**src/rtl/friscv_pkg.sv**
```systemverilog
// friscv_pkg: shared types and constants for the RV32I decode stage.
//   ARCH         datapath / PC width
//   opcode_e     RV32I major opcodes handled by the decoder
//   alu_op_t     ALU_OPS encoding consumed by the execute stage
//   dec_state_e  skid-buffer occupancy (EMPTY / MAIN / FULL)
//   dec_bundle_t everything execute needs for one instruction
package friscv_pkg;

  localparam int ARCH = 32;

  typedef enum logic [6:0] {
    OPC_LOAD   = 7'b0000011,
    OPC_OPIMM  = 7'b0010011,
    OPC_AUIPC  = 7'b0010111,
    OPC_STORE  = 7'b0100011,
    OPC_OP     = 7'b0110011,
    OPC_LUI    = 7'b0110111,
    OPC_BRANCH = 7'b1100011,
    OPC_JALR   = 7'b1100111,
    OPC_JAL    = 7'b1101111
  } opcode_e;

  typedef enum logic [3:0] {
    ALU_ADD = 4'd0,
    ALU_SUB = 4'd1,
    ALU_SLT = 4'd2,
    ALU_SLL = 4'd3,
    ALU_SLR = 4'd4,
    ALU_SAR = 4'd5,
    ALU_XOR = 4'd6,
    ALU_OR  = 4'd7,
    ALU_AND = 4'd8
  } alu_op_t;

  typedef enum logic [1:0] {
    ST_EMPTY = 2'd0,
    ST_MAIN  = 2'd1,
    ST_FULL  = 2'd2
  } dec_state_e;

  typedef struct packed {
    alu_op_t          alu_op;
    logic [4:0]       rs1;
    logic [4:0]       rs2;
    logic [4:0]       rd;
    logic [ARCH-1:0]  imm;
    logic             op_a_sel;  // 0: rs1, 1: PC
    logic             op_b_sel;  // 0: rs2, 1: imm
    logic             rd_we;
    logic             mem_re;
    logic             mem_we;
    logic             branch;
    logic             jump;
    logic [2:0]       funct3;
    logic [ARCH-1:0]  pc;
    logic             illegal;
  } dec_bundle_t;

  localparam logic [6:0] F7_BASE = 7'b0000000;
  localparam logic [6:0] F7_ALT  = 7'b0100000;

endpackage

```
**src/rtl/friscv_decoder_if.sv**
```systemverilog
// friscv_decoder_if: fetch->decode and decode->execute handshakes.
//   Signal names carry the decoder's point of view (_i into it, _o out of it).
//   slave  : decoder side
//   master : surrounding pipeline (fetch + execute) side
// Handshake: a transfer happens on a rising clock edge when valid and ready are
// both high; a producer holds valid and its payload stable until that edge, and
// ready never depends combinationally on valid.
interface friscv_decoder_if;
  import friscv_pkg::*;

  logic             flush_i;
  logic             instr_valid_i;
  logic             instr_ready_o;
  logic [31:0]      instr_i;
  logic [ARCH-1:0]  pc_i;

  logic             dec_valid_o;
  logic             dec_ready_i;
  alu_op_t          dec_alu_op_o;
  logic [4:0]       dec_rs1_o;
  logic [4:0]       dec_rs2_o;
  logic [4:0]       dec_rd_o;
  logic [ARCH-1:0]  dec_imm_o;
  logic             dec_op_a_sel_o;
  logic             dec_op_b_sel_o;
  logic             dec_rd_we_o;
  logic             dec_mem_re_o;
  logic             dec_mem_we_o;
  logic             dec_branch_o;
  logic             dec_jump_o;
  logic [2:0]       dec_funct3_o;
  logic [ARCH-1:0]  dec_pc_o;
  logic             dec_illegal_o;

  modport slave (
    input  flush_i, instr_valid_i, instr_i, pc_i, dec_ready_i,
    output instr_ready_o, dec_valid_o, dec_alu_op_o, dec_rs1_o, dec_rs2_o,
           dec_rd_o, dec_imm_o, dec_op_a_sel_o, dec_op_b_sel_o, dec_rd_we_o,
           dec_mem_re_o, dec_mem_we_o, dec_branch_o, dec_jump_o,
           dec_funct3_o, dec_pc_o, dec_illegal_o
  );

  modport master (
    output flush_i, instr_valid_i, instr_i, pc_i, dec_ready_i,
    input  instr_ready_o, dec_valid_o, dec_alu_op_o, dec_rs1_o, dec_rs2_o,
           dec_rd_o, dec_imm_o, dec_op_a_sel_o, dec_op_b_sel_o, dec_rd_we_o,
           dec_mem_re_o, dec_mem_we_o, dec_branch_o, dec_jump_o,
           dec_funct3_o, dec_pc_o, dec_illegal_o
  );

endinterface

```
**src/rtl/friscv_imm_gen.sv**
```systemverilog
// friscv_imm_gen: combinational RV32I immediate extraction.
//   instr_i  in  32    instruction word
//   imm_o    out ARCH  sign-extended immediate (0 for formats without one)
// Shift-immediates return the bare shamt so the ALU sees the shift amount
// rather than the funct7 bits sitting above it.
module friscv_imm_gen
  import friscv_pkg::*;
(
  input  logic [31:0]      instr_i,
  output logic [ARCH-1:0]  imm_o
);

  logic [31:0] imm32;

  always_comb begin
    imm32 = '0;
    case (instr_i[6:0])
      OPC_OPIMM: begin
        if (instr_i[13:12] == 2'b01) imm32 = {27'd0, instr_i[24:20]};
        else                         imm32 = {{20{instr_i[31]}}, instr_i[31:20]};
      end
      OPC_LOAD, OPC_JALR:
        imm32 = {{20{instr_i[31]}}, instr_i[31:20]};
      OPC_STORE:
        imm32 = {{20{instr_i[31]}}, instr_i[31:25], instr_i[11:7]};
      OPC_BRANCH:
        imm32 = {{19{instr_i[31]}}, instr_i[31], instr_i[7], instr_i[30:25],
                 instr_i[11:8], 1'b0};
      OPC_LUI, OPC_AUIPC:
        imm32 = {instr_i[31:12], 12'd0};
      OPC_JAL:
        imm32 = {{11{instr_i[31]}}, instr_i[31], instr_i[19:12], instr_i[20],
                 instr_i[30:21], 1'b0};
      default: imm32 = '0;
    endcase
  end

  assign imm_o = ARCH'($signed(imm32));

endmodule

```
**src/rtl/friscv_decoder.sv**
```systemverilog
// friscv_decoder: RV32I decode stage between fetch and execute.
//   clk, rst_n   clock; synchronous active-low reset
//   bus          friscv_decoder_if.slave: flush, fetch handshake, decoded bundle
//   dbg_state_o  skid-buffer state (EMPTY / MAIN / FULL)
// A main output register plus one skid register give full throughput while
// keeping instr_ready_o a function of registered state only.
module friscv_decoder
  import friscv_pkg::*;
(
  input  logic               clk,
  input  logic               rst_n,
  friscv_decoder_if.slave    bus,
  output dec_state_e         dbg_state_o
);

  dec_state_e   state_q;
  dec_bundle_t  out_q;
  dec_bundle_t  skid_q;
  dec_bundle_t  dec_d;
  logic [ARCH-1:0] imm;
  logic         accept;

  logic [6:0] opcode;
  logic [2:0] funct3;
  logic [6:0] funct7;

  assign opcode = bus.instr_i[6:0];
  assign funct3 = bus.instr_i[14:12];
  assign funct7 = bus.instr_i[31:25];

  friscv_imm_gen u_imm_gen (
    .instr_i (bus.instr_i),
    .imm_o   (imm)
  );

  always_comb begin
    dec_d          = '0;
    dec_d.alu_op   = ALU_ADD;
    dec_d.rs1      = bus.instr_i[19:15];
    dec_d.rs2      = bus.instr_i[24:20];
    dec_d.rd       = bus.instr_i[11:7];
    dec_d.imm      = imm;
    dec_d.funct3   = funct3;
    dec_d.pc       = bus.pc_i;

    case (opcode)
      OPC_OP: begin
        dec_d.rd_we = 1'b1;
        case (funct3)
          3'b000: begin
            if (funct7 == F7_BASE)     dec_d.alu_op = ALU_ADD;
            else if (funct7 == F7_ALT) dec_d.alu_op = ALU_SUB;
            else                       dec_d.illegal = 1'b1;
          end
          3'b001: begin dec_d.alu_op = ALU_SLL; dec_d.illegal = (funct7 != F7_BASE); end
          3'b010: begin dec_d.alu_op = ALU_SLT; dec_d.illegal = (funct7 != F7_BASE); end
          3'b100: begin dec_d.alu_op = ALU_XOR; dec_d.illegal = (funct7 != F7_BASE); end
          3'b101: begin
            if (funct7 == F7_BASE)     dec_d.alu_op = ALU_SLR;
            else if (funct7 == F7_ALT) dec_d.alu_op = ALU_SAR;
            else                       dec_d.illegal = 1'b1;
          end
          3'b110: begin dec_d.alu_op = ALU_OR;  dec_d.illegal = (funct7 != F7_BASE); end
          3'b111: begin dec_d.alu_op = ALU_AND; dec_d.illegal = (funct7 != F7_BASE); end
          default: dec_d.illegal = 1'b1;  // SLTU has no ALU op
        endcase
      end
      OPC_OPIMM: begin
        dec_d.op_b_sel = 1'b1;
        dec_d.rd_we    = 1'b1;
        case (funct3)
          3'b000: dec_d.alu_op = ALU_ADD;
          3'b001: begin dec_d.alu_op = ALU_SLL; dec_d.illegal = (funct7 != F7_BASE); end
          3'b010: dec_d.alu_op = ALU_SLT;
          3'b100: dec_d.alu_op = ALU_XOR;
          3'b101: begin
            if (funct7 == F7_BASE)     dec_d.alu_op = ALU_SLR;
            else if (funct7 == F7_ALT) dec_d.alu_op = ALU_SAR;
            else                       dec_d.illegal = 1'b1;
          end
          3'b110: dec_d.alu_op = ALU_OR;
          3'b111: dec_d.alu_op = ALU_AND;
          default: dec_d.illegal = 1'b1;  // SLTIU has no ALU op
        endcase
      end
      OPC_LUI: begin
        dec_d.rs1      = 5'd0;  // x0 + imm through the adder
        dec_d.op_b_sel = 1'b1;
        dec_d.rd_we    = 1'b1;
      end
      OPC_AUIPC: begin
        dec_d.op_a_sel = 1'b1;
        dec_d.op_b_sel = 1'b1;
        dec_d.rd_we    = 1'b1;
      end
      OPC_LOAD: begin
        dec_d.op_b_sel = 1'b1;
        dec_d.mem_re   = 1'b1;
        dec_d.rd_we    = 1'b1;
      end
      OPC_STORE: begin
        dec_d.op_b_sel = 1'b1;
        dec_d.mem_we   = 1'b1;
      end
      OPC_BRANCH: begin
        dec_d.alu_op = ALU_SUB;
        dec_d.branch = 1'b1;
      end
      OPC_JAL: begin
        dec_d.op_a_sel = 1'b1;
        dec_d.op_b_sel = 1'b1;
        dec_d.jump     = 1'b1;
        dec_d.rd_we    = 1'b1;
      end
      OPC_JALR: begin
        dec_d.op_b_sel = 1'b1;
        dec_d.jump     = 1'b1;
        dec_d.rd_we    = 1'b1;
      end
      default: dec_d.illegal = 1'b1;
    endcase

    if (bus.instr_i[1:0] != 2'b11) dec_d.illegal = 1'b1;

    // Illegal bundles still flow so execute can trap, but with no side effects.
    if (dec_d.illegal) begin
      dec_d.alu_op = ALU_ADD;
      dec_d.rd_we  = 1'b0;
      dec_d.mem_re = 1'b0;
      dec_d.mem_we = 1'b0;
      dec_d.branch = 1'b0;
      dec_d.jump   = 1'b0;
    end

    if (dec_d.rd == 5'd0) dec_d.rd_we = 1'b0;
  end

  // Ready only reflects whether the skid slot is free.
  assign bus.instr_ready_o = rst_n && (state_q != ST_FULL);
  assign accept            = bus.instr_valid_i && bus.instr_ready_o;

  always_ff @(posedge clk) begin
    if (!rst_n) begin
      state_q <= ST_EMPTY;
      out_q   <= '0;
      skid_q  <= '0;
    end else if (bus.flush_i) begin
      state_q <= ST_EMPTY;
    end else begin
      case (state_q)
        ST_EMPTY: begin
          if (accept) begin
            out_q   <= dec_d;
            state_q <= ST_MAIN;
          end
        end
        ST_MAIN: begin
          if (accept && bus.dec_ready_i) begin
            out_q <= dec_d;
          end else if (accept) begin
            skid_q  <= dec_d;
            state_q <= ST_FULL;
          end else if (bus.dec_ready_i) begin
            state_q <= ST_EMPTY;
          end
        end
        ST_FULL: begin
          if (bus.dec_ready_i) begin
            out_q   <= skid_q;
            state_q <= ST_MAIN;
          end
        end
        default: state_q <= ST_EMPTY;
      endcase
    end
  end

  assign dbg_state_o        = state_q;
  assign bus.dec_valid_o    = (state_q != ST_EMPTY);
  assign bus.dec_alu_op_o   = out_q.alu_op;
  assign bus.dec_rs1_o      = out_q.rs1;
  assign bus.dec_rs2_o      = out_q.rs2;
  assign bus.dec_rd_o       = out_q.rd;
  assign bus.dec_imm_o      = out_q.imm;
  assign bus.dec_op_a_sel_o = out_q.op_a_sel;
  assign bus.dec_op_b_sel_o = out_q.op_b_sel;
  assign bus.dec_rd_we_o    = out_q.rd_we;
  assign bus.dec_mem_re_o   = out_q.mem_re;
  assign bus.dec_mem_we_o   = out_q.mem_we;
  assign bus.dec_branch_o   = out_q.branch;
  assign bus.dec_jump_o     = out_q.jump;
  assign bus.dec_funct3_o   = out_q.funct3;
  assign bus.dec_pc_o       = out_q.pc;
  assign bus.dec_illegal_o  = out_q.illegal;

endmodule

```
**src/flat_wrapper.sv**
```systemverilog
// flat-port wrapper written by rule: the top's interface ports become plain ports
module friscv_decoder_flat import friscv_pkg::*;
  (clk, rst_n, dbg_state_o, bus_flush_i, bus_instr_valid_i, bus_instr_i, bus_pc_i, bus_dec_ready_i, bus_instr_ready_o, bus_dec_valid_o, bus_dec_alu_op_o, bus_dec_rs1_o, bus_dec_rs2_o, bus_dec_rd_o, bus_dec_imm_o, bus_dec_op_a_sel_o, bus_dec_op_b_sel_o, bus_dec_rd_we_o, bus_dec_mem_re_o, bus_dec_mem_we_o, bus_dec_branch_o, bus_dec_jump_o, bus_dec_funct3_o, bus_dec_pc_o, bus_dec_illegal_o);
  friscv_decoder_if bus_i ();
  input  logic clk;
  input  logic rst_n;
  output dec_state_e dbg_state_o;
  input wire logic [$bits(bus_i.flush_i)-1:0] bus_flush_i;
  input wire logic [$bits(bus_i.instr_valid_i)-1:0] bus_instr_valid_i;
  input wire logic [$bits(bus_i.instr_i)-1:0] bus_instr_i;
  input wire logic [$bits(bus_i.pc_i)-1:0] bus_pc_i;
  input wire logic [$bits(bus_i.dec_ready_i)-1:0] bus_dec_ready_i;
  output wire logic [$bits(bus_i.instr_ready_o)-1:0] bus_instr_ready_o;
  output wire logic [$bits(bus_i.dec_valid_o)-1:0] bus_dec_valid_o;
  output wire logic [$bits(bus_i.dec_alu_op_o)-1:0] bus_dec_alu_op_o;
  output wire logic [$bits(bus_i.dec_rs1_o)-1:0] bus_dec_rs1_o;
  output wire logic [$bits(bus_i.dec_rs2_o)-1:0] bus_dec_rs2_o;
  output wire logic [$bits(bus_i.dec_rd_o)-1:0] bus_dec_rd_o;
  output wire logic [$bits(bus_i.dec_imm_o)-1:0] bus_dec_imm_o;
  output wire logic [$bits(bus_i.dec_op_a_sel_o)-1:0] bus_dec_op_a_sel_o;
  output wire logic [$bits(bus_i.dec_op_b_sel_o)-1:0] bus_dec_op_b_sel_o;
  output wire logic [$bits(bus_i.dec_rd_we_o)-1:0] bus_dec_rd_we_o;
  output wire logic [$bits(bus_i.dec_mem_re_o)-1:0] bus_dec_mem_re_o;
  output wire logic [$bits(bus_i.dec_mem_we_o)-1:0] bus_dec_mem_we_o;
  output wire logic [$bits(bus_i.dec_branch_o)-1:0] bus_dec_branch_o;
  output wire logic [$bits(bus_i.dec_jump_o)-1:0] bus_dec_jump_o;
  output wire logic [$bits(bus_i.dec_funct3_o)-1:0] bus_dec_funct3_o;
  output wire logic [$bits(bus_i.dec_pc_o)-1:0] bus_dec_pc_o;
  output wire logic [$bits(bus_i.dec_illegal_o)-1:0] bus_dec_illegal_o;
  assign bus_i.flush_i = bus_flush_i;
  assign bus_i.instr_valid_i = bus_instr_valid_i;
  assign bus_i.instr_i = bus_instr_i;
  assign bus_i.pc_i = bus_pc_i;
  assign bus_i.dec_ready_i = bus_dec_ready_i;
  assign bus_instr_ready_o = bus_i.instr_ready_o;
  assign bus_dec_valid_o = bus_i.dec_valid_o;
  assign bus_dec_alu_op_o = bus_i.dec_alu_op_o;
  assign bus_dec_rs1_o = bus_i.dec_rs1_o;
  assign bus_dec_rs2_o = bus_i.dec_rs2_o;
  assign bus_dec_rd_o = bus_i.dec_rd_o;
  assign bus_dec_imm_o = bus_i.dec_imm_o;
  assign bus_dec_op_a_sel_o = bus_i.dec_op_a_sel_o;
  assign bus_dec_op_b_sel_o = bus_i.dec_op_b_sel_o;
  assign bus_dec_rd_we_o = bus_i.dec_rd_we_o;
  assign bus_dec_mem_re_o = bus_i.dec_mem_re_o;
  assign bus_dec_mem_we_o = bus_i.dec_mem_we_o;
  assign bus_dec_branch_o = bus_i.dec_branch_o;
  assign bus_dec_jump_o = bus_i.dec_jump_o;
  assign bus_dec_funct3_o = bus_i.dec_funct3_o;
  assign bus_dec_pc_o = bus_i.dec_pc_o;
  assign bus_dec_illegal_o = bus_i.dec_illegal_o;
  friscv_decoder u_core (.clk(clk), .rst_n(rst_n), .bus(bus_i), .dbg_state_o(dbg_state_o));
endmodule
```
**config.mk**
```make
export PLATFORM = sky130hd
export DESIGN_NAME = friscv_decoder_flat
export DESIGN_NICKNAME = d
export VERILOG_FILES = /design/src/rtl/friscv_pkg.sv /design/src/rtl/friscv_decoder_if.sv /design/src/rtl/friscv_imm_gen.sv /design/src/rtl/friscv_decoder.sv /design/src/flat_wrapper.sv
export SDC_FILE = /design/constraint.sdc
export NUM_CORES = 1
export LEC_CHECK = 0
export ABC_AREA = 1
export BUFFER_PORTS_ARGS = -buffer_cell sky130_fd_sc_hd__buf_2
export CAP_MARGIN = 20
export CORE_MARGIN = 1.5
export CORE_UTILIZATION = 50
export DETAILED_ROUTE_END_ITERATION = 7
export GPL_TIMING_DRIVEN = 0
export PLACE_DENSITY = 0.74
export SLEW_MARGIN = 20
export SYNTH_ARGS = -nofsm -noshare
export SYNTH_HDL_FRONTEND = slang
export SYNTH_SLANG_ARGS = --single-unit
```
**constraint.sdc**
```tcl
create_clock -name clk -period 1.8 [get_ports clk]
set_input_delay 0.18 -clock clk [delete_from_list [all_inputs] [get_ports clk]]
set_output_delay 0.18 -clock clk [all_outputs]
set_load 0.1 [all_outputs]
```
==> results by group, run 1 <==
Run status
  – Status: finished clean

Critical path
  – Top cell by count, worst path: inv_4
  – CP max FO: 5
  – Required time of the critical path: 1.62 ns
  – CP Capture Type: primary output
  – CP startpoint kind: flop
  – Crit path buf inv count: 5
  – Cell family with most CP delay: buffers and inverters
  – Max incr delay on CP: 0.39 ns
  – CP Cell Sequence: inv_4, nand2_8, inv_4, clkbuf_8, clkbuf_16, nor2_4, buf_12
  – Crit path DAT: 1.62 ns
  – Worst setup path category: reg -> out
  – CP max stage cell: dfxtp_4

Cells and area
  – Diode count: 0
  – Final core occ: 64.1%
  – Area added between synthesis and finish: 25.7%
  – Final nets: 1449
  – Share of cells above drive strength 1: 21.5%
  – Fin area: 10500 µm²
  – Fillcell total: 1535

Synthesis
  – FFs w/ async S/R, synth: 0%
  – Top_reg_cell synth: dfxtp_1
  – Syn_nets: 1251
  – Post-synth EDFFs: 0
  – Sequential area share after synthesis: 45.3%
  – Count leader, synth: o21ai_0
  – Distinct cells, synth: 34
  – Synth top area cells: dfxtp_1, o21ai_0, a21oi_1
  – Synth Instances: 1182
  – Top cell type by total area after synthesis: dfxtp_1
  – YS warnings: 0
  – Post-synthesis register bit count: 190
  – Syn Std Cell Area: 8390 µm²
  – Synth top cells by count: o21ai_0, dfxtp_1, a21oi_1, nor2_1, nand2_1
  – Share of the synthesized area in the top cell type: 45.3%
  – Avg Cell Area, Syn: 7.10 µm²

STA
  – Crit path time final: 1.80 ns
  – Tcrit/Tclk final: 99.9%
  – Hold_ws: 0.0372 ns
  – Final setup viols: 0
  – Final count of hold timing violations: 0
  – Slew margin rel.: 56.1%
  – Unrepaired setup endpoints after global routing: true
  – Fmax: 556 MHz
  – Setup TNS: 0 ns
  – Skew final: 0.00852 ns
  – Slew Limit Fails: 0
  – Worst Tran Pin Value: 0.659 ns

Placement
  – Routability Congestion: 0.971
  – Placed instance area: 9530 µm²
  – PortBufs: 165
  – Placed wire-length estimate: 19000 µm

Clock tree
  – Clock Tree Buf Depth: 2
  – Worst skew pair latency: 0.44 ns
  – Clock Tree Root: clkbuf_16
  – TritonCTS Sinks: 190
  – Clock slew at reported path FFs: 0.07 ns
  – H-Tree Depth: 4
  – CTS tree: yes
  – CTS buffer count: 17

Detailed routing
  – First-pass DRT Iterations: 5
  – Post-DRT Antenna Nets: 0
  – DRC Markers: 0
  – Routed WL per cell: 16.2 µm
  – Total wire length: 26000 µm
  – Via count: 8774
  – Vias per cell: 5.44
  – Initial DRC Count: 763

Pwr
  – Clk pwr share: 36.4%
  – Peak VDD IR: 717 µV
  – Reg power frac: 42.1%
  – P_sw: 3.59 mW
  – Sw frac: 33.9%
  – Internal: 7.02 mW
  – Leak Pwr: 4.63 nW
  – Design Power: 10.6 mW
  – Comb power frac: 21.5%
  – Pwr dens: 1010 nW/µm²

Global routing
  – Pin count of the biggest net entering global routing: 18
  – Grt ovf: 0
  – Vias in the first global route: 7758
  – GRT Overall Usage: 28.9%
  – Initial antenna violation count: 0
  – Global-route wire length before repair: 40000 µm

Floorplan
  – Site Rows: 47
  – Core ar.: 16500 µm²
  – IO Pins: 167
  – Initial Utilization: 51.0%
  – Full die area: 17600 µm²
  – Die Y: 133 µm
  – Width of the die: 133 µm

Worst hold path
  – Hold Crit Class: in -> reg

Run
  – Max-cap viol count: 0
power groups by stage:
| stage | Sequential (mW) | Combinational [mW] | Clock [mW] |
|---|---|---|---|
| 3_5_place_dp | 4.55 | 2.17 | 0 |
| 5_1_grt | 4.48 | 2.40 | 4.05 |
| 6_report | 4.46 | 2.28 | 3.86 |
| 2_1_floorplan | 5.72 | 0.551 | 0 |
| 3_3_place_gp | 4.55 | 2.16 | 0 |
| 4_1_cts | 4.46 | 2.19 | 3.88 |
final timing paths:
kind         cells after the start  slack, ns                  endpoint                  start
max reg2reg                     12       0.02  u_core.bus.dec_imm_o[29]  u_core.dbg_state_o[0]
min                              3       0.04          u_core.skid_q[5]            bus_pc_i[4]
max                              7      0.001         bus_instr_ready_o  u_core.dbg_state_o[0]
min reg2reg                      2       0.45          u_core.skid_q[2]       u_core.skid_q[2]
timing repair:
| item | CTS | global route |
|---|---|---|
| endpoints found under the hold margin | 2 | 0 |
| hold buffers | 2 | 0 |
| setup buffers | 3 | 7 |
| resized for setup | 18 | 76 |
| endpoints found under the setup margin | 91 | 147 |
| gates cloned | 0 | 3 |
| pin swaps | 3 | 3 |
tightest hold or removal path: stages:
cell and delay [ns]:
buf_2 0.09, o21ai_0 0.07, a21oi_1 0.10
sequential cells by signal (all words and copies together), names as in the netlist, 3 cells and up:
signal                   cells
u_core.bus.dec_imm_o        32
u_core.bus.dec_funct3_o      3
u_core.bus.dec_alu_op_o      4
u_core.bus.dec_rs2_o         5
u_core.bus.dec_rd_o          5
u_core.bus.dec_rs1_o         5
u_core.bus.dec_pc_o         32
u_core.skid_q               94
placed cells by master, fill, tap and decap left out, types with 5 or more instances in the layout:
cell type | Yosys | layout
a31oi_1 | 11 | 11
nand3_1 | 22 | 22
nor2_2 | 4 | 12
o21ai_0 | 264 | 246
clkinvlp_4 | 0 | 5
a21oi_1 | 176 | 172
clkbuf_2 | 1 | 8
clkbuf_1 | 51 | 43
buf_4 | 9 | 14
buf_6 | 3 | 9
nor2_1 | 156 | 147
buf_2 | 20 | 176
o21ai_1 | 21 | 34
clkbuf_16 | 0 | 21
inv_2 | 9 | 5
inv_1 | 82 | 80
o31ai_1 | 8 | 7
nand2_1 | 128 | 128
dfxtp_1 | 190 | 188
routing by layer:
layer | global-route usage [%] | up-vias | wire length [µm]
li1 | - | 4372 | -
met2 | 47.3 | 366 | 12200
met5 | 0 | - | 0
met4 | 12.0 | 0 | 742
met3 | 4.60 | 54 | 1940
met1 | 38.1 | 3982 | 11100
cells by family (layout without fill, tap and decap cells):
group / after synthesis / in the layout / share of synthesized area (%)
AO/OA/AOI/OAI: 489 / 489 / 29.9
buffers and inverters: 177 / 386 / 8.90
AND/OR/NAND/NOR: 326 / 327 / 15.9
flip-flops: 190 / 190 / 45.3
area by class of cell:
type	count	area, µm²	area share [%]
Sequential cell	190	3810	36.1
Clock buffer	21	472	4.47
Clock inverter	10	133	1.26
Tap cell	220	275	2.61
Buffer	85	517	4.90
Timing Repair Buffer	179	986	9.35
Inverter	91	375	3.56
Multi-Input combinational cell	816	3980	37.7
per-stage QoR:
stage / std cells / worst slack [ns]
floorplan: 1182 / -0.0136
finish: 1612 / 0.00125
detailed placement: 1567 / -0.225
global route: 1612 / -0.0493
global placement: 1567 / -0.196
CTS: 1602 / 0.00267
No activity file was read; power rests on OpenSTA's default activity.
==> run 2, diff against run 1 <==
==> constraint.sdc (replaced) <==
create_clock -name clk -period 1.8 [get_ports clk]
set_input_delay 0.18 -clock clk [delete_from_list [all_inputs] [get_ports clk]]
set_output_delay 0.18 -clock clk [all_outputs]
set_load 0.01 [all_outputs]
==> results by group, run 2 (synthesis gave the netlist of run 1 again) <==
Floorplan
  – Die Y: 133 µm
  – Width of the die: 133 µm
  – Initial Utilization: 51.0%
  – Full die area: 17600 µm²
  – Core ar.: 16500 µm²
  – IO Pins: 167
  – Site Rows: 47

Critical path
  – CP Capture Type: flop
  – Cells on worst reg2reg path: 12
  – Required time of the critical path: 2.13 ns
  – RR Endpoint: u_core.bus.dec_jump_o
  – R2R Setup Slk: 0.01 ns
  – CP startpoint kind: flop
  – Crit path DAT: 2.12 ns
  – Worst setup path category: reg -> reg
  – FF-to-FF Start: u_core.dbg_state_o[0]
  – CP max FO: 10

Cells and area
  – Fin area: 10500 µm²
  – Final nets: 1446
  – Finished Layout Cells: 1610
  – Share of cells above drive strength 1: 22.7%
  – Area added between synthesis and finish: 24.8%
  – Commonest non-fill, non-tap cell in the layout: o21ai_0
  – Diode count: 0
  – Most frequent cells in the layout: o21ai_0, dfxtp_1, buf_2
  – Max reg flops: 94
  – Largest Register: u_core.skid_q

STA
  – Tcrit/Tclk final: 99.3%
  – Skew final: 0.00914 ns
  – Worst Tran Pin Value: 0.607 ns
  – Slew Limit Fails: 0
  – Final count of hold timing violations: 0
  – Final setup viols: 0
  – Fmax: 560 MHz
  – Crit path time final: 1.79 ns
  – Unrepaired setup endpoints after global routing: true
  – Setup ws final: 0.0132 ns
  – Slew margin rel.: 59.5%

Clock tree
  – Clock slew at reported path FFs: 0.07 ns
  – CTS tree: yes
  – Worst skew pair latency: 0.44 ns
  – TritonCTS Sinks: 190
  – H-Tree Depth: 4
  – CTS buffer count: 17
  – Clock Tree Root: clkbuf_16
  – Clock Tree Buf Depth: 2

Placement
  – Placed instance area: 9490 µm²
  – PortBufs: 165
  – Placed wire-length estimate: 19100 µm
  – Routability Congestion: 0.952
  – DP Worst Slack: -0.255 ns
  – Placed insts: 1567

Detailed routing
  – Via count: 8860
  – Vias per cell: 5.50
  – Total wire length: 26400 µm
  – DRC Markers: 0
  – First-pass DRT Iterations: 5
  – Routed WL per cell: 16.4 µm
  – Post-DRT Antenna Nets: 0
  – Initial DRC Count: 748

Run status
  – Status: finished clean

Worst hold path
  – Hold Path Sink: u_core.skid_q[22]
  – HP Start: bus_pc_i[21]
  – Hold Path Depth: 3
  – Hold Crit Class: in -> reg

Pwr
  – Peak VDD IR: 728 µV
  – Sw frac: 26.8%
  – Clk pwr share: 39.4%
  – Leak Pwr: 4.62 nW
  – P_sw: 2.50 mW
  – Pwr dens: 891 nW/µm²
  – Design Power: 9.33 mW
  – Reg power frac: 47.9%
  – Internal: 6.84 mW
  – Comb power frac: 12.7%

Run
  – Max-cap viol count: 0

Global routing
  – Grt ovf: 0
  – Vias in the first global route: 7940
  – Pin count of the biggest net entering global routing: 17
  – Global-route wire length before repair: 40300 µm
  – Initial antenna violation count: 0
  – GRT Overall Usage: 28.8%
run 2: cell types whose count changed in the layout (fill, tap and decap cells not counted), sizes merged:
cell and change:
clkinvlp -4, nand4 -1, clkbuf -5, clkinv +5, inv +2, bufinv -1
buf +2
run 2: power by group through the flow:
stage / clock, mW / combinational (mW) / sequential, mW
after floorplan: 0 / 0.527 / 4.63
after global placement: 0 / 1.04 / 4.55
after detailed placement: 0 / 1.05 / 4.56
after CTS: 3.70 / 1.07 / 4.46
after global routing: 3.86 / 1.30 / 4.49
final: 3.68 / 1.18 / 4.47
run 2: final cells by class:
| cell class | count | area [µm²] |
|---|---|---|
| Clock inverter | 12 | 113 |
| Timing Repair Buffer | 177 | 938 |
| Multi-Input combinational cell | 815 | 4000 |
| Buffer | 85 | 528 |
| Sequential cell | 190 | 3810 |
| Inverter | 91 | 359 |
| Clock buffer | 20 | 457 |
| Tap cell | 220 | 275 |
| Fill cell | 1567 | 5990 |
run 2: routing by layer:
metal | part of all wire, % | global-route usage, % | vias up
met3 | 6.7 | 5.13 | 52
met1 | 43 | 37.0 | 4100
met4 | 2.9 | 12.6 | 0
met2 | 47 | 47.6 | 350
li1 | - | - | 4358
met5 | 0 | 0 | -
run 2: how the worst max path moves through the flow:
stage,start,to,slack [ns],cells after the start
global placement,u_core.dbg_state_o[0],u_core.skid_q[71],-0.23,9
detailed placement,u_core.dbg_state_o[0],u_core.skid_q[69],-0.26,9
floorplan,u_core.dbg_state_o[1],u_core.bus.dec_imm_o[23],0.20,9
CTS,u_core.dbg_state_o[0],bus_instr_ready_o,-0.03,7
finish,u_core.dbg_state_o[0],u_core.bus.dec_jump_o,0.01,12
global route,u_core.dbg_state_o[0],u_core.bus.dec_imm_o[0],-0.09,11
run 2: through the flow:
step	setup TNS, ns	hold slack (ns)	utilization, %
finish	0	0.0334	63.6
global route	-1.66	0.0382	63.6
CTS	-0.0441	0.0315	61.6
detailed placement	-13.60	0.383	57.7
global placement	-13.10	0.380	57.7
floorplan	0	0.252	-
run 2: repair_timing:
item | 4_1_cts | 5_1_grt
gates cloned | 0 | 1
buffers inserted | 0 | 9
gates resized for setup | 17 | 102
pin swaps | 0 | 11
hold endpoints to repair | 2 | 0
hold buffers | 2 | 0
setup endpoints to repair | 146 | 149
run 2: critical path, cell delays in order (launching register included):
cell,delay (ns)
dfxtp_4,0.37
inv_4,0.07
nand2_4,0.08
nand3_4,0.13
inv_4,0.06
o21ai_4,0.18
o31ai_4,0.10
nand2_4,0.14
inv_8,0.06
buf_12,0.14
buf_12,0.14
o21ai_1,0.13
a21oi_1,0.05
==> run 3, diff against run 2 <==
==> constraint.sdc (replaced) <==
create_clock -name clk -period 1.8 [get_ports clk]
set_input_delay 0.36 -clock clk [delete_from_list [all_inputs] [get_ports clk]]
set_output_delay 0.36 -clock clk [all_outputs]
set_load 0.01 [all_outputs]
==> results by group, run 3 (synthesis gave the netlist of run 1 again) <==
Placement
  – Placed wire-length estimate: 19100 µm
  – PortBufs: 165
  – Routability Congestion: 0.952

Global routing
  – GRT Overall Usage: 29.0%
  – Initial antenna violation count: 0
  – Global-route wire length before repair: 40500 µm
  – Vias in the first global route: 7990
  – Grt ovf: 0
  – Pin count of the biggest net entering global routing: 18

Pwr
  – Pwr dens: 878 nW/µm²
  – Leak Pwr: 4.71 nW
  – Peak VDD IR: 733 µV

Clock tree
  – Worst skew pair latency: 0.44 ns
  – Clock Tree Buf Depth: 2
  – Hold buffers post-CTS: 0
  – Clock Tree Root: clkbuf_16
  – CTS tree: yes
  – TritonCTS Sinks: 190
  – CTS buffer count: 17
  – H-Tree Depth: 4
  – Clock slew at reported path FFs: 0.07 ns

STA
  – Setup TNS: -0.614 ns
  – Skew final: 0.00896 ns
  – Tcrit/Tclk final: 104%
  – Unrepaired setup endpoints after global routing: true
  – Worst Tran Pin Value: 0.603 ns
  – Slew margin rel.: 59.8%
  – Final setup viols: 24
  – Fmax: 534 MHz
  – Setup ws final: -0.0721 ns
  – Hold_ws: 0.134 ns
  – Slew Limit Fails: 0
  – Crit path time final: 1.87 ns
  – Final count of hold timing violations: 0

Floorplan
  – Full die area: 17600 µm²
  – Die Y: 133 µm
  – Initial Utilization: 51.0%
  – IO Pins: 167
  – Core ar.: 16500 µm²
  – Site Rows: 47
  – Width of the die: 133 µm

Detailed routing
  – Via count: 8953
  – Post-DRT Antenna Nets: 0
  – Vias per cell: 5.53
  – Total wire length: 27000 µm
  – DRC Markers: 0
  – Routed WL per cell: 16.7 µm
  – Initial DRC Count: 767
  – First-pass DRT Iterations: 7

Critical path
  – Worst setup path category: reg -> reg
  – CP max stage cell: dfxtp_2
  – CP Capture Type: flop
  – FF-to-FF Start: u_core.dbg_state_o[0]
  – Max incr delay on CP: 0.34 ns
  – CP max FO: 5
  – Launch point of the worst path: u_core.dbg_state_o[0]
  – CP startpoint kind: flop
  – Crit path DAT: 2.25 ns
  – CP Cell Sequence: inv_2, nand2_4, nand3_4, inv_4, o21ai_4, o31ai_2, nand2_2, buf_6, clkbuf_16, buf_6, or2_1, a21oi_1
  – Required time of the critical path: 2.18 ns
  – Top cell by count, worst path: buf_6

Cells and area
  – Most frequent cells in the layout: o21ai_0, dfxtp_1, buf_2
  – Fillcell total: 1530
  – Register area: 3810 µm²
  – Commonest non-fill, non-tap cell in the layout: o21ai_0
  – Diode count: 0
  – Share of cells above drive strength 1: 24.6%
  – Area added between synthesis and finish: 27.7%
  – Largest Register: u_core.skid_q
  – Final core occ: 65.1%
  – Final nets: 1456
  – Max reg flops: 94
  – Multi-input logic area: 4060 µm²

Run status
  – Status: finished, violations left
  – Violated checks: negative setup slack

Run
  – Max-cap viol count: 0

Worst hold path
  – HP Start: bus_dec_ready_i
  – Hold Crit Class: in -> reg
[run 3: cell count changes in the layout (fill, tap and decap cells not counted), sizes merged]
cell,delta
clkbuf,+3
dlygate4sd3,-2
buf,+9
[run 3: area by class of cell]
cell class                 count  area share [%]
multi-input combinational    815            37.9
sequential                   190            35.5
timing repair buffer         190            10.2
buffer                        82            5.10
clock buffer                  20            4.26
inverter                      91            3.37
tap                          220            2.57
clock inverter                12            1.05
[run 3: layer usage]
metal | wire length (µm) | GRT usage, %
met5 | 0 | 0
met4 | 769 | 12.8
met3 | 2240 | 5.44
met2 | 12700 | 48.0
met1 | 11300 | 37.0
[run 3: report_power, final]
part | total [mW] | internal, mW | switching [mW]
clock network | 3.68 | 1.99 | 1.69
registers | 4.48 | 4.38 | 0.101
logic | 1.24 | 0.508 | 0.736
[run 3: worst max-delay path: cells and delay by family (launching register included)]
kind	cells	cell delay (ns)
AOI/OAI and AO/OA	3	0.27
buffers and inverters	5	0.61
DFF	1	0.34
and+or+nand+nor	4	0.59
[run 3: path summary, 6_finish.rpt]
check	end	slack, ns	depth (start not counted)
hold reg to reg	u_core.skid_q[15]	0.45	2
hold / removal	u_core.dbg_state_o[1]	0.13	2
setup reg to reg	u_core.bus.dec_mem_re_o	-0.07	12
setup / recovery	u_core.bus.dec_mem_re_o	-0.07	12
[run 3: repair_timing]
item,CTS,global route
gates cloned,0,2
pin swaps,3,14
setup buffers,8,15
setup endpoints to repair,146,147
resized for setup,38,132
[run 3: stage by stage]
stage          std cells  worst slack, ns  power [mW]  cell area (µm²)
2_1_floorplan       1182            0.130        5.16             8390
3_3_place_gp        1567           -0.330        5.59             9490
4_1_cts             1606          -0.0230        9.26            10200
3_5_place_dp        1567           -0.322        5.61             9490
6_report            1620          -0.0721        9.41            10700
5_1_grt             1620           -0.141        9.72            10700
